$ cat config.mk
export PLATFORM = sky130hd
export DESIGN_NAME = fifo_plotter
export DESIGN_NICKNAME = d
export VERILOG_FILES = /design/src/rtl/fifo_plotter.sv
export SDC_FILE = /design/constraint.sdc
export NUM_CORES = 1
export LEC_CHECK = 0
export CAP_MARGIN = 40
export CORE_ASPECT_RATIO = 2
export CORE_MARGIN = 5
export CORE_UTILIZATION = 60
export CTS_CLUSTER_SIZE = 14
export DETAILED_ROUTE_END_ITERATION = 8
export DONT_BUFFER_PORTS = 1
export PLACE_DENSITY_LB_ADDON = 0.12
export RECOVER_POWER = 25
export SLEW_MARGIN = 40
export SYNTH_ARGS = -nofsm -noshare
export SYNTH_HDL_FRONTEND = slang
export SYNTH_SLANG_ARGS = --single-unit
$ cat constraint.sdc
create_clock -name CLK -period 3.5 [get_ports CLK]
set_input_delay 0.875 -clock CLK [delete_from_list [all_inputs] [get_ports CLK]]
set_output_delay 0.875 -clock CLK [all_outputs]
set_load 0.01 [all_outputs]
$ cat src/rtl/fifo_plotter.sv
// fifo_plotter: drains coordinate packets from the mouse-packet FIFO and
// writes the coloured pixel into video memory, with a full-screen clear.
module fifo_plotter #(
  parameter int H_PIX = 640,
  parameter int V_PIX = 480,
  parameter int AW    = 19
) (
  input  logic          CLK,
  input  logic          RST,
  input  logic          fifo_empty,
  input  logic [31:0]   FIFO_DOB,
  output logic [8:0]    FIFO_ADDR_OUT,
  input  logic          clear_req,
  input  logic [2:0]    clear_color,
  output logic          vm_req,
  output logic [AW-1:0] vm_addr,
  output logic [2:0]    vm_data,
  input  logic          vm_ack,
  output logic          busy,
  output logic [15:0]   o_plot_count,
  output logic [15:0]   o_drop_count
);

  typedef enum logic [2:0] {
    S_IDLE,
    S_FETCH,
    S_CALC,
    S_WRITE,
    S_CLEAR
  } state_t;

  localparam logic [AW-1:0] LAST_ADDR = AW'(H_PIX * V_PIX - 1);
  localparam logic [9:0]    X_LIM     = 10'(H_PIX);
  localparam logic [9:0]    Y_LIM     = 10'(V_PIX);

  state_t        state, state_nx;
  logic          clr_pend;
  logic [2:0]    clr_color_q;
  logic [2:0]    pkt_color;
  logic [9:0]    pkt_x;
  logic [9:0]    pkt_y;
  logic          in_range;
  logic [AW-1:0] pix_addr;
  logic          unused_dob;

  // Top nine bits of the FIFO word carry no information.
  assign unused_dob = ^FIFO_DOB[31:23];

  // Clip test and linear pixel address of the captured packet
  always_comb begin
    in_range = (pkt_x < X_LIM) && (pkt_y < Y_LIM);
    pix_addr = AW'(pkt_y) * AW'(H_PIX) + AW'(pkt_x);
  end

  // State register
  always_ff @(posedge CLK or posedge RST) begin
    if (RST) state <= S_IDLE;
    else     state <= state_nx;
  end

  // Next-state logic; a pending clear wins over queued packets
  always_comb begin
    state_nx = state;
    unique case (state)
      S_IDLE: begin
        if (clr_pend)         state_nx = S_CLEAR;
        else if (!fifo_empty) state_nx = S_FETCH;
      end
      S_FETCH: state_nx = S_CALC;
      S_CALC:  state_nx = in_range ? S_WRITE : S_IDLE;
      S_WRITE: if (vm_ack) state_nx = S_IDLE;
      S_CLEAR: if (vm_ack && (vm_addr == LAST_ADDR)) state_nx = S_IDLE;
      default: state_nx = S_IDLE;
    endcase
  end

  // Output decode: busy everywhere except IDLE
  always_comb begin
    busy = (state != S_IDLE);
  end

  // Datapath registers: packet capture, read pointer, write port, counters.
  // During CLEAR vm_addr itself serves as the sweep counter.
  always_ff @(posedge CLK or posedge RST) begin
    if (RST) begin
      FIFO_ADDR_OUT <= '0;
      vm_req        <= 1'b0;
      vm_addr       <= '0;
      vm_data       <= '0;
      o_plot_count  <= '0;
      o_drop_count  <= '0;
      clr_pend      <= 1'b0;
      clr_color_q   <= '0;
      pkt_color     <= '0;
      pkt_x         <= '0;
      pkt_y         <= '0;
    end else begin
      if (clear_req) begin
        clr_pend    <= 1'b1;
        clr_color_q <= clear_color;
      end else if (state == S_IDLE && clr_pend) begin
        clr_pend <= 1'b0;
      end

      unique case (state)
        S_IDLE: begin
          if (clr_pend) begin
            vm_addr <= '0;
            vm_data <= clr_color_q;
            vm_req  <= 1'b1;
          end
        end
        S_FETCH: begin
          pkt_color     <= FIFO_DOB[22:20];
          pkt_x         <= FIFO_DOB[19:10];
          pkt_y         <= FIFO_DOB[9:0];
          FIFO_ADDR_OUT <= FIFO_ADDR_OUT + 9'd1;
        end
        S_CALC: begin
          if (in_range) begin
            vm_addr <= pix_addr;
            vm_data <= pkt_color;
            vm_req  <= 1'b1;
          end else begin
            o_drop_count <= o_drop_count + 16'd1;
          end
        end
        S_WRITE: begin
          if (vm_ack) begin
            vm_req       <= 1'b0;
            o_plot_count <= o_plot_count + 16'd1;
          end
        end
        S_CLEAR: begin
          if (vm_ack) begin
            if (vm_addr == LAST_ADDR) vm_req  <= 1'b0;
            else                      vm_addr <= vm_addr + 1'b1;
          end
        end
        default: ;
      endcase
    end
  end

endmodule

==> reports/metrics.csv <==
stage,metric,value,unit
status,status,finished with violations,
status,failing checks,capacitance limit,
placement,GPL Wtd Cong,0.8407,
route,Max Used Layer,met4,
layout,Finished Cell Area,0.005408,mm2
cts,CTS H-Tree Depth,3,
synth,Synth area leaders,"dfrtp_1 (47%), mux2_2 (6.3%), xnor2_1 (6.3%), ha_1 (5.8%), nand2_1 (3.5%)",
layout,share of cells above drive strength 1,11.72,%
layout,Final Instance Count excl. Fillers,593,
placement,Post-DP Area,0.005120,mm2
sta,fmax,349.6,MHz
cts,# hold bufs at CTS,0,
synth,"area leader, netlist",dfrtp_1,
cts,CTS Buffer Depth,2,
sta,Final Skew,0.008423,ns
power,Pwr per Cell Area,532.9,mW/mm2
layout,ANT cells,0,
power,P_leak,2.490,nW
sta,Tcrit/Tclk final,81.73,%
setup_path,Startpoint Class,flop,
layout,"commonest cells after routing, fill and taps aside","dfrtp_1 (94), nor2_1 (46), nand2_1 (46)",
synth,YS warnings,0,
floorplan,die height,138.8,um
floorplan,number of top-level pins,105,
hold_path,Hold Crit Class,flop to flop,
route,vias per cell,6.155,
sta,Final Max Tran Viols,0,
job,MaxCap Viol Count,1,
route,M1 WL,3992,um
floorplan,die area,0.01033,mm2
floorplan,die width,74.40,um
power,Overall Power,0.002882,W
sta,unrepaired setup endpoints after global routing,false,
route,Total Routed Length,10850,um
synth,Main synth FF type,dfrtp_1,
floorplan,Starting Density,60.89,%
route,ANT nets after route,0,
floorplan,row count,47,
route,Residual DRC,0,
synth,synth unique cells,55,
route,WL per Instance,18.30,um
route,DRT Pass-1 Iters,4,
synth,sequential cell area fraction in the yosys report,47.26,%
floorplan,core area,0.008174,mm2
layout,Final Net Count,555,
global_route,antenna violations before repair,0,
cts,total CTS buffers,9,
sta,hold violation count in the final report,0,
setup_path,Crit Path Max Fanout,4,
cts,setup bufs post-CTS,0,
placement,PortBufs,0,
sta,worst hold margin,0.5100,ns
cts,Sink Count,94,
placement,Post-Place Cells,577,
synth,syn_area_per_cell,10.26,um2
global_route,largest net degree at the start of global routing,63,
synth,post-synth top area share,47.26,%
global_route,global-route wire length before repair,18070,um
setup_path,critical path arrival,3.06,ns
sta,setup_tns,0,ns
setup_path,Critical Path RT,3.70,ns
synth,"Net Count, Synth",550,
cts,cts repair resizes,0,
sta,endpoints failing setup,0,
cts,root buffer cell,clkbuf_16,
layout,Area Overhead vs Synth,8.648,%
sta,slew margin rel.,1.035,%
cts,CTS tree,built,
route,Vias,3650,
route,met2 wire len,5904,um
synth,"EDFF count, synth",0,
synth,post-synthesis async set-or-reset flop share,100.0,%
setup_path,Setup CP Type,flop to flop,
setup_path,Worst Setup End Kind,flop,
global_route,Global Route Usage Sum,22.40,%
global_route,total grt overflow,0,
synth,synthesized area,0.004977,mm2
global_route,vias in the first global route,3680,
route,DR iter-0 viols,154,
sta,fin crit period,2.860,ns
power,Peak supply drop,0.0004214,V
sta,worst-margin pin slew,1.476,ns
placement,hpwl dp,8215,um
layout,"commonest non-fill, non-tap cell in the layout",dfrtp_1,
cts,Clock transition at path regs,0.06,ns
cts,Worst-Skew Late Latency,0.34,ns
route,Met3 Wirelength,643,um
synth,"flops & latches, synth",94,
synth,Mapped Cells,485,
-- final timing paths --
check	slack, ns	endpoint	start	depth (start not counted)
worst min register to register	0.51	pkt_x[1]	pkt_x[1]	1
max in group asynchronous	1.83	vm_addr[0]	RST	2
worst min-delay path	0.51	pkt_x[1]	pkt_x[1]	1
worst max register to register	0.64	vm_addr[15]	pkt_y[1]	10
worst max-delay path	0.64	vm_addr[15]	pkt_y[1]	10
min in group asynchronous	0.75	o_drop_count[14]	RST	1
-- through the flow --
stage	worst slack (ns)	utilization [%]
after floorplan	0.1763	-
after global placement	0.6928	62.64
after detailed placement	0.6483	62.64
after CTS	0.6416	66.13
after global routing	0.4528	66.16
final	0.6396	66.16
-- power breakdown --
part	total, W	switching, W	leakage, nW	internal, W
registers	0.00138	0.000179	1.25	0.00120
logic	0.000579	0.000342	1.10	0.000237
clock network	0.000926	0.000404	0.135	0.000522
total	0.00288	0.000924	2.49	0.00196
-- metal layers --
metal	vias up	track usage, %
met5	-	0
met4	0	9.381
met3	14	5.443
met2	94	38.61
met1	1800	25.51
li1	1742	-
-- area by class of cell --
class	instances	area (um2)
Clock buffer	12	256.5
Tap cell	98	122.6
Multi-Input combinational cell	368	2540
Sequential cell	94	2352
Clock inverter	4	28.78
Inverter	9	35.03
Timing Repair Buffer	8	72.57
Fill cell	645	2766
-- registers in the layout, summed over array words and instances (netlist names) --
name / count
pkt_color: 3
pkt_y: 10
vm_data: 3
clr_pend: 1
o_drop_count: 16
FIFO_ADDR_OUT: 9
state: 3
clr_color_q: 3
o_plot_count: 16
vm_addr: 19
vm_req: 1
pkt_x: 10
-- cells by family (layout without fill, tap and decap cells) --
kind of cell / count (synthesis) / after routing / share of synthesized area [%]
flip-flops: 94 / 94 / 47.26
XOR/XNOR: 54 / 54 / 9.502
buffers and inverters: 23 / 33 / 1.810
adder cells (fa/ha/maj): 25 / 25 / 6.586
multiplexers: 29 / 29 / 6.536
AND/OR/NAND/NOR: 177 / 177 / 18.05
AO/OA/AOI/OAI: 83 / 83 / 10.26
-- Yosys cell counts (2+ instances only) --
cell type	count
a21o_1	3
a21oi_1	19
a22oi_1	2
a31oi_1	7
a32oi_1	4
and2_1	2
and3_1	18
and4_1	6
buf_1	2
buf_2	3
clkbuf_1	9
dfrtp_1	94
fa_1	2
ha_1	23
inv_1	9
mux2_2	28
nand2_1	47
nand2b_1	2
nand3_1	18
nand3b_1	2
nand4_1	10
nor2_1	47
nor2b_1	4
nor3_1	7
nor4_1	2
o21ai_0	12
o21ai_1	19
o221ai_1	3
o22ai_1	2
or3_1	2
xnor2_1	36
xor2_1	18
-- worst max-delay path, cell delays in order, from the launching register on --
cell and delay [ns]:
dfrtp_1 0.43, ha_1 0.31, ha_1 0.23, fa_1 0.42
a21o_1 0.20, a21oi_1 0.16, xnor2_1 0.19, and3_1 0.26
mux2i_1 0.24, xor2_1 0.17, o221ai_1 0.12
No activity file was read; power rests on OpenSTA's default activity.
